File: src/rtl/aibndaux_actred_ctrl_pkg.sv
// -----------------------------------------------------------------------------
// aibndaux_actred_pkg
// Shared types and constants for the active-redundancy aux receive controller:
//   - chain_state_t : per-chain bring-up / tracking state
//   - *_DEF         : default debounce, settle and glitch-counter sizing
//   - RXEN_OFF      : receiver enable code that powers a pad buffer down
// -----------------------------------------------------------------------------
package aibndaux_actred_pkg;

   typedef enum logic [1:0] {
      ST_IDLE   = 2'd0,
      ST_SETTLE = 2'd1,
      ST_TRACK  = 2'd2
   } chain_state_t;

   localparam int unsigned FILT_CNT_DEF   = 8;
   localparam int unsigned SETTLE_CYC_DEF = 16;
   localparam int unsigned GCNT_W_DEF     = 8;

   localparam logic [2:0] RXEN_OFF = 3'b000;

endpackage

File: src/rtl/aibndaux_actred_ctrl_if.sv
// -----------------------------------------------------------------------------
// aibndaux_actred_ctrl_if
// Bundles the controller's chain data, control and status signals.
//   master : adapter side, drives raw data / enables / config, reads status
//   slave  : controller side
// Signals: actred_raw, chain_en, rxen_cfg, shiften, clr_stat (to controller);
//          rxen_out, actred_out, chain_rdy, glitch_cnt, shift_fault (from it).
// -----------------------------------------------------------------------------
interface aibndaux_actred_ctrl_if
   import aibndaux_actred_pkg::*;
#(
   parameter int NCHAIN = 2,
   parameter int GCNT_W = GCNT_W_DEF
);
   logic [NCHAIN-1:0]        actred_raw;
   logic [NCHAIN-1:0]        chain_en;
   logic [3*NCHAIN-1:0]      rxen_cfg;
   logic [NCHAIN-1:0]        shiften;
   logic                     clr_stat;
   logic [3*NCHAIN-1:0]      rxen_out;
   logic [NCHAIN-1:0]        actred_out;
   logic [NCHAIN-1:0]        chain_rdy;
   logic [GCNT_W*NCHAIN-1:0] glitch_cnt;
   logic                     shift_fault;

   modport master (
      output actred_raw, chain_en, rxen_cfg, shiften, clr_stat,
      input  rxen_out, actred_out, chain_rdy, glitch_cnt, shift_fault
   );

   modport slave (
      input  actred_raw, chain_en, rxen_cfg, shiften, clr_stat,
      output rxen_out, actred_out, chain_rdy, glitch_cnt, shift_fault
   );
endinterface

File: src/rtl/aibndaux_actred_chfilt.sv
// -----------------------------------------------------------------------------
// aibndaux_actred_chfilt
// One actred chain: synchroniser, IDLE/SETTLE/TRACK bring-up FSM, debounce
// filter and saturating rejected-glitch counter.
// Ports:
//   clk, rst     : clock, async active-high reset
//   i_raw        : raw pad receiver bit (asynchronous)
//   i_en         : chain enable level
//   i_rxen_cfg   : receiver enable code used while the chain is up
//   i_clr_stat   : clear the glitch counter
//   o_rxen       : receiver enable to the pad buffer
//   o_filt       : debounced chain level
//   o_rdy        : chain is in TRACK
//   o_gcnt       : rejected-glitch count
// -----------------------------------------------------------------------------
module aibndaux_actred_chfilt
   import aibndaux_actred_pkg::*;
#(
   parameter int SYNC_STAGES = 2,
   parameter int FILT_CNT    = FILT_CNT_DEF,
   parameter int SETTLE_CYC  = SETTLE_CYC_DEF,
   parameter int GCNT_W      = GCNT_W_DEF
)(
   input  logic              clk,
   input  logic              rst,
   input  logic              i_raw,
   input  logic              i_en,
   input  logic [2:0]        i_rxen_cfg,
   input  logic              i_clr_stat,
   output logic [2:0]        o_rxen,
   output logic              o_filt,
   output logic              o_rdy,
   output logic [GCNT_W-1:0] o_gcnt
);

   localparam logic [7:0] SCNT_LAST = 8'(SETTLE_CYC - 1);
   localparam logic [7:0] DCNT_LAST = 8'(FILT_CNT - 1);

   logic [SYNC_STAGES-1:0] r_sync;
   chain_state_t           r_state;
   logic [7:0]             r_scnt;
   logic [7:0]             r_dcnt;
   logic                   r_filt;
   logic [GCNT_W-1:0]      r_gcnt;
   logic                   w_s;
   logic                   w_glitch;

   // NOTE: sequential state uses non-blocking assignments so every flop
   // samples pre-edge values, independent of block ordering.
   always_ff @(posedge clk or posedge rst) begin
      if (rst) r_sync <= '0;
      else     r_sync <= {r_sync[SYNC_STAGES-2:0], i_raw};
   end

   assign w_s = r_sync[SYNC_STAGES-1];

   // A run of differing samples that ends before reaching the threshold.
   assign w_glitch = i_en && (r_state == ST_TRACK) && (w_s == r_filt) && (r_dcnt != 8'd0);

   always_ff @(posedge clk or posedge rst) begin
      if (rst) begin
         r_state <= ST_IDLE;
         r_scnt  <= 8'd0;
         r_dcnt  <= 8'd0;
         r_filt  <= 1'b0;
      end else if (!i_en) begin
         r_state <= ST_IDLE;
         r_scnt  <= 8'd0;
         r_dcnt  <= 8'd0;
         r_filt  <= 1'b0;
      end else begin
         case (r_state)
            ST_IDLE: begin
               r_state <= ST_SETTLE;
               r_scnt  <= 8'd0;
            end
            ST_SETTLE: begin
               if (r_scnt == SCNT_LAST) begin
                  // Receiver has settled: take its level directly, no debounce.
                  r_state <= ST_TRACK;
                  r_filt  <= w_s;
                  r_dcnt  <= 8'd0;
               end else begin
                  r_scnt <= r_scnt + 8'd1;
               end
            end
            ST_TRACK: begin
               if (w_s != r_filt) begin
                  if (r_dcnt == DCNT_LAST) begin
                     r_filt <= w_s;
                     r_dcnt <= 8'd0;
                  end else begin
                     r_dcnt <= r_dcnt + 8'd1;
                  end
               end else if (r_dcnt != 8'd0) begin
                  r_dcnt <= 8'd0;
               end
            end
            default: r_state <= ST_IDLE;
         endcase
      end
   end

   // Survives chain disable; only reset or clr_stat zero it. Clear beats count.
   always_ff @(posedge clk or posedge rst) begin
      if (rst)                         r_gcnt <= '0;
      else if (i_clr_stat)             r_gcnt <= '0;
      else if (w_glitch && ~&r_gcnt)   r_gcnt <= r_gcnt + 1'b1;
   end

   // Enable code follows config live once the chain has left IDLE.
   assign o_rxen = (r_state == ST_IDLE) ? RXEN_OFF : i_rxen_cfg;
   assign o_filt = r_filt;
   assign o_rdy  = (r_state == ST_TRACK);
   assign o_gcnt = r_gcnt;

endmodule

File: src/rtl/aibndaux_actred_ctrl.sv
// -----------------------------------------------------------------------------
// aibndaux_actred_ctrl
// Active-redundancy aux receive controller for NCHAIN chains. Each chain is
// synchronised, sequenced and debounced in aibndaux_actred_chfilt; this level
// applies the registered redundancy shift (chain i+1 repairs chain i) and
// keeps the sticky shift_fault for a shift request on the top chain.
// Ports:
//   clk, rst : clock, async active-high reset
//   bus      : aibndaux_actred_ctrl_if slave modport (all data/control/status)
// -----------------------------------------------------------------------------
module aibndaux_actred_ctrl
   import aibndaux_actred_pkg::*;
#(
   parameter int NCHAIN      = 2,
   parameter int SYNC_STAGES = 2,
   parameter int FILT_CNT    = FILT_CNT_DEF,
   parameter int SETTLE_CYC  = SETTLE_CYC_DEF,
   parameter int GCNT_W      = GCNT_W_DEF
)(
   input  logic                  clk,
   input  logic                  rst,
   aibndaux_actred_ctrl_if.slave bus
);

   logic [NCHAIN-1:0][2:0]        w_rxen;
   logic [NCHAIN-1:0][GCNT_W-1:0] w_gcnt;
   logic [NCHAIN-1:0]             w_filt;
   logic [NCHAIN-1:0]             w_rdy;
   logic [NCHAIN-1:0]             w_filtm;
   logic [NCHAIN-1:0]             w_up;
   logic [NCHAIN-1:0]             w_map;
   logic [NCHAIN-1:0]             r_out;
   logic                          r_fault;

   for (genvar g = 0; g < NCHAIN; g++) begin : g_chain
      aibndaux_actred_chfilt #(
         .SYNC_STAGES (SYNC_STAGES),
         .FILT_CNT    (FILT_CNT),
         .SETTLE_CYC  (SETTLE_CYC),
         .GCNT_W      (GCNT_W)
      ) u_chfilt (
         .clk        (clk),
         .rst        (rst),
         .i_raw      (bus.actred_raw[g]),
         .i_en       (bus.chain_en[g]),
         .i_rxen_cfg (bus.rxen_cfg[3*g +: 3]),
         .i_clr_stat (bus.clr_stat),
         .o_rxen     (w_rxen[g]),
         .o_filt     (w_filt[g]),
         .o_rdy      (w_rdy[g]),
         .o_gcnt     (w_gcnt[g])
      );
   end

   // Chains not yet tracking contribute 0 to the map.
   assign w_filtm = w_filt & w_rdy;
   // Spare for chain i is chain i+1; the top chain has no spare, so it sees 0.
   assign w_up    = {1'b0, w_filtm[NCHAIN-1:1]};
   assign w_map   = (w_up & bus.shiften) | (w_filtm & ~bus.shiften);

   always_ff @(posedge clk or posedge rst) begin
      if (rst) begin
         r_out   <= '0;
         r_fault <= 1'b0;
      end else begin
         r_out <= w_map;
         if (bus.clr_stat)                r_fault <= 1'b0;
         else if (bus.shiften[NCHAIN-1])  r_fault <= 1'b1;
      end
   end

   assign bus.rxen_out    = w_rxen;
   assign bus.glitch_cnt  = w_gcnt;
   assign bus.chain_rdy   = w_rdy;
   assign bus.actred_out  = r_out;
   assign bus.shift_fault = r_fault;

endmodule

File: src/flat_wrapper.sv
// flat-port wrapper written by rule: the top's interface ports become plain ports
module aibndaux_actred_ctrl_flat import aibndaux_actred_pkg::*;
#(
   parameter int NCHAIN      = 2,
   parameter int SYNC_STAGES = 2,
   parameter int FILT_CNT    = FILT_CNT_DEF,
   parameter int SETTLE_CYC  = SETTLE_CYC_DEF,
   parameter int GCNT_W      = GCNT_W_DEF
)
  (clk, rst, bus_actred_raw, bus_chain_en, bus_rxen_cfg, bus_shiften, bus_clr_stat, bus_rxen_out, bus_actred_out, bus_chain_rdy, bus_glitch_cnt, bus_shift_fault);
  aibndaux_actred_ctrl_if #(.NCHAIN(NCHAIN), .GCNT_W(GCNT_W)) bus_i ();
  input  logic clk;
  input  logic rst;
  input wire logic [$bits(bus_i.actred_raw)-1:0] bus_actred_raw;
  input wire logic [$bits(bus_i.chain_en)-1:0] bus_chain_en;
  input wire logic [$bits(bus_i.rxen_cfg)-1:0] bus_rxen_cfg;
  input wire logic [$bits(bus_i.shiften)-1:0] bus_shiften;
  input wire logic [$bits(bus_i.clr_stat)-1:0] bus_clr_stat;
  output wire logic [$bits(bus_i.rxen_out)-1:0] bus_rxen_out;
  output wire logic [$bits(bus_i.actred_out)-1:0] bus_actred_out;
  output wire logic [$bits(bus_i.chain_rdy)-1:0] bus_chain_rdy;
  output wire logic [$bits(bus_i.glitch_cnt)-1:0] bus_glitch_cnt;
  output wire logic [$bits(bus_i.shift_fault)-1:0] bus_shift_fault;
  assign bus_i.actred_raw = bus_actred_raw;
  assign bus_i.chain_en = bus_chain_en;
  assign bus_i.rxen_cfg = bus_rxen_cfg;
  assign bus_i.shiften = bus_shiften;
  assign bus_i.clr_stat = bus_clr_stat;
  assign bus_rxen_out = bus_i.rxen_out;
  assign bus_actred_out = bus_i.actred_out;
  assign bus_chain_rdy = bus_i.chain_rdy;
  assign bus_glitch_cnt = bus_i.glitch_cnt;
  assign bus_shift_fault = bus_i.shift_fault;
  aibndaux_actred_ctrl #(.NCHAIN(NCHAIN), .SYNC_STAGES(SYNC_STAGES), .FILT_CNT(FILT_CNT), .SETTLE_CYC(SETTLE_CYC), .GCNT_W(GCNT_W)) u_core (.clk(clk), .rst(rst), .bus(bus_i));
endmodule
File: config.mk
export PLATFORM = sky130hd
export DESIGN_NAME = aibndaux_actred_ctrl_flat
export DESIGN_NICKNAME = d
export VERILOG_FILES = /design/src/rtl/aibndaux_actred_ctrl_pkg.sv /design/src/rtl/aibndaux_actred_ctrl_if.sv /design/src/rtl/aibndaux_actred_chfilt.sv /design/src/rtl/aibndaux_actred_ctrl.sv /design/src/flat_wrapper.sv
export SDC_FILE = /design/constraint.sdc
export NUM_CORES = 1
export LEC_CHECK = 0
export ABC_AREA = 1
export CAP_MARGIN = 0
export CORE_MARGIN = 2
export CORE_UTILIZATION = 57
export CTS_CLUSTER_DIAMETER = 100
export DETAILED_ROUTE_END_ITERATION = 6
export HOLD_SLACK_MARGIN = 0.15
export PLACE_DENSITY = 0.82
export SLEW_MARGIN = 20
export SYNTH_ARGS = -nofsm -noshare
export SYNTH_HDL_FRONTEND = slang
export SYNTH_SLANG_ARGS = --single-unit
File: constraint.sdc
create_clock -name clk -period 2.3 [get_ports clk]
set_input_delay 0.575 -clock clk [delete_from_list [all_inputs] [get_ports clk]]
set_output_delay 0.575 -clock clk [all_outputs]
set_load 0.02 [all_outputs]
==> summary.md <==
| Metric | Value |
|---|---|
| I/O pins | `42` |
| Total track usage | `0.247` |
| Vias/cell | `5.28` |
| Setup crit start kind | `input port` |
| ANT cells | `0` |
| Antenna violations before repair | `0` |
| Most common cell after layout, fill and taps aside | `nand2_1` |
| First-pass GRT wire length | `14500 um` |
| Die Ht | `85.4 um` |
| Slew Limit Fails | `0` |
| Worst-Skew Late Latency | `0.34 ns` |
| Status | `completed` |
| Crit path kind | `in2out` |
| Number of nets in the layout | `625` |
| Clock Skews | `0.0105 ns` |
| DRC Markers | `0` |
| Dominant cells by area after synthesis | `dfrtp_1 (40%), nand2_1 (18%), nor2_1 (7.5%), nand3_1 (7.0%), inv_1 (6.7%)` |
| Leading cell types in the layout, fill and taps excluded | `nand2_1 (185), nor2_1 (75), inv_1 (66)` |
| Fin util | `0.709` |
| Part of the Yosys area used for sequential elements | `0.404` |
| Worst VDD drop | `0.520 mV` |
| Synth Net Count | `573` |
| WL/cell | `12.2 um` |
| P&R area growth vs syn | `19.8%` |
| Worst Hold Launch | `u_core.g_chain[0].u_chfilt.r_sync[0]$_DFF_PP0_` |
| DP HPWL | `5930 um` |
| Crit share post-route | `0.903` |
| Synth warn | `0` |
| Routed Wire Length | `8330 um` |
| # rows | `29` |
| CTS root buf | `clkbuf_8` |
| Fillers | `541` |
| Critical path peak fanout | `1` |
| Worst slew pin tran | `0.446 ns` |
| Yosys top cell area share | `0.404` |
| TritonRoute pass-1 iters | `6` |
| Asr flop ratio synth | `1.00` |
| Final setup violation count | `0` |
| Post-Synthesis Cells | `548` |
| Pleak | `2.34 nW` |
| Post-synth cell types | `30` |
| Setup TNS | `0 ns` |
| Critical Path Source | `bus_rxen_cfg[3]` |
| Critical Path AT | `1.50 ns` |
| GR Overflow Total | `0` |
| CTS tree | `done` |
| DR vias | `3597` |
| Clock sink count | `61` |
| CTS max path bufs | `2` |
| Setup bufs post-CTS | `0` |
| Largest net degree at the start of global routing | `62` |
| Flip-flop and latch area | `1530 um^2` |
| Total CTS buffers | `9` |
| Worst-path clk slew | `0.06 ns` |
| Mapped Area | `3780 um^2` |
| Power per cell area | `528 nW/um^2` |
| Worst min path class | `reg2reg` |
| Reg-to-reg slack, setup | `0.64 ns` |
| FF+latch count, synth | `61` |
| Port bufs | `41` |
| Dpl ws | `-0.0632 ns` |
| Clock period minus worst slack | `2.08 ns` |
| Core footprint | `6390 um^2` |
| Antenna Nets Post-Route | `0` |
| Final setup margin | `0.223 ns` |
| Fmax | `0.482 GHz` |
| Slew Limit Headroom | `0.700` |
| Fraction of layout cells with a size suffix above 1 | `0.0695` |
| Top_reg_cell synth | `dfrtp_1` |
| Critical path required time | `1.73 ns` |
| Initial Util | `0.592` |
| Layout Cells excl Fill | `681` |
| Footprint of the multi-input gates | `1940 um^2` |
| Syn_area_per_cell | `6.90 um^2` |
| Number of DRC markers in iteration 0 | `161` |
| RSZ-0062 raised after global routing | `no` |
| Die area | `7300 um^2` |
| Max_cap viols | `0` |
| RR Startpoint | `u_core.g_chain[1].u_chfilt.o_gcnt[0]$_DFFE_PP0P_` |
| Area leader, netlist | `dfrtp_1` |
| Vias in the first global route | `3373` |
| Number of H-tree levels | `3` |
| Die X | `85.4 um` |
| CP endpoint kind | `primary output` |
| Post-synth EDFFs | `0` |
| GPL Wtd Cong | `0.884` |
| Placed Instances | `666` |
| Hold Fails Final Rpt | `0` |
[stage by stage]
step	power (W)	hold WS, ns	instance area, um^2
final	0.00239	0.344	4530
after global routing	0.00249	0.359	4530
after CTS	0.00242	0.347	4520
after detailed placement	0.00138	0.335	4320
after global placement	0.00137	0.334	4320
after floorplan	0.00127	0.331	3780
[sequential cells by signal (all words and copies together), names as in the netlist]
signal and flops:
u_core.bus.actred_out 2, u_core.g_chain.u_chfilt.r_scnt 16, u_core.g_chain.u_chfilt.r_dcnt 16, u_core.g_chain.u_chfilt.o_filt 2, u_core.g_chain.u_chfilt.r_state 4, u_core.g_chain.u_chfilt.o_gcnt 16
u_core.g_chain.u_chfilt.r_sync 4, u_core.bus.shift_fault 1
[cells in the mapped netlist, types with 2 or more instances]
cell type and instances:
buf_2 4, nand3_4 2, nor3_1 5, ha_1 10, buf_4 2, nor2_1 75, nand4_1 21, o21bai_1 4
nand2_4 2, nand2_1 185, o21ai_1 3, nand3_1 53, clkbuf_1 3, nand2_2 5, nor3b_1 5, xnor2_1 4
dfrtp_1 61, xor2_1 3, nor2_2 2, inv_1 67, inv_2 2, o21ai_0 20, clkinv_1 2, nand3b_1 2
[routing by layer]
layer	global-route usage	wire length (um)	vias up
met3	0.0574	419	12
met2	0.414	4100	93
met5	0	0	-
li1	-	-	1827
met4	0.107	148	0
met1	0.304	3670	1665
[kinds of logic after synthesis]
logic type / after synthesis / share of synthesized area
AO/OA/AOI/OAI: 29 / 0.0417
AND/OR/NAND/NOR: 360 / 0.418
buffers and inverters: 80 / 0.0828
adder cells (fa/ha/maj): 10 / 0.0331
XOR/XNOR: 8 / 0.0205
flip-flops: 61 / 0.404
[where the power goes]
part / switching, W / internal, W / total [W]
clock network: 0.000413 / 0.000628 / 0.00104
logic: 0.000141 / 0.0000875 / 0.000228
registers: 0.0000266 / 0.00110 / 0.00112
[layout make-up]
cell class	instances	area share
multi-input combinational	407	0.429
clock inverter	5	0.0166
clock buffer	10	0.0304
sequential	61	0.337
tap	77	0.0213
timing repair buffer	50	0.107
inverter	71	0.0589
[critical path, cell delays in order]
cell,delay (ns)
clkdlybuf4s50_1,0.45
inv_1,0.04
nor2_1,0.10
dlygate4sd2_1,0.34
[timing repair]
action                     in CTS  in global routing
gates resized for setup         7                  1
gates cloned                    0                  0
hold buffers                    0                  0
setup endpoints to repair       7                  1
[final timing paths]
path,end,cells past startpoint
setup / recovery,bus_rxen_out[3],4
hold / removal,u_core.g_chain[0].u_chfilt.r_sync[1]$_DFF_PP0_,0
setup reg to reg,u_core.g_chain[1].u_chfilt.o_gcnt[6]$_DFFE_PP0P_,8
hold reg to reg,u_core.g_chain[0].u_chfilt.r_sync[1]$_DFF_PP0_,0
max in group asynchronous,u_core.g_chain[1].u_chfilt.o_gcnt[6]$_DFFE_PP0P_,3
min in group asynchronous,u_core.g_chain[1].u_chfilt.r_scnt[7]$_DFFE_PP0P_,3
No activity file was read; power rests on OpenSTA's default activity.
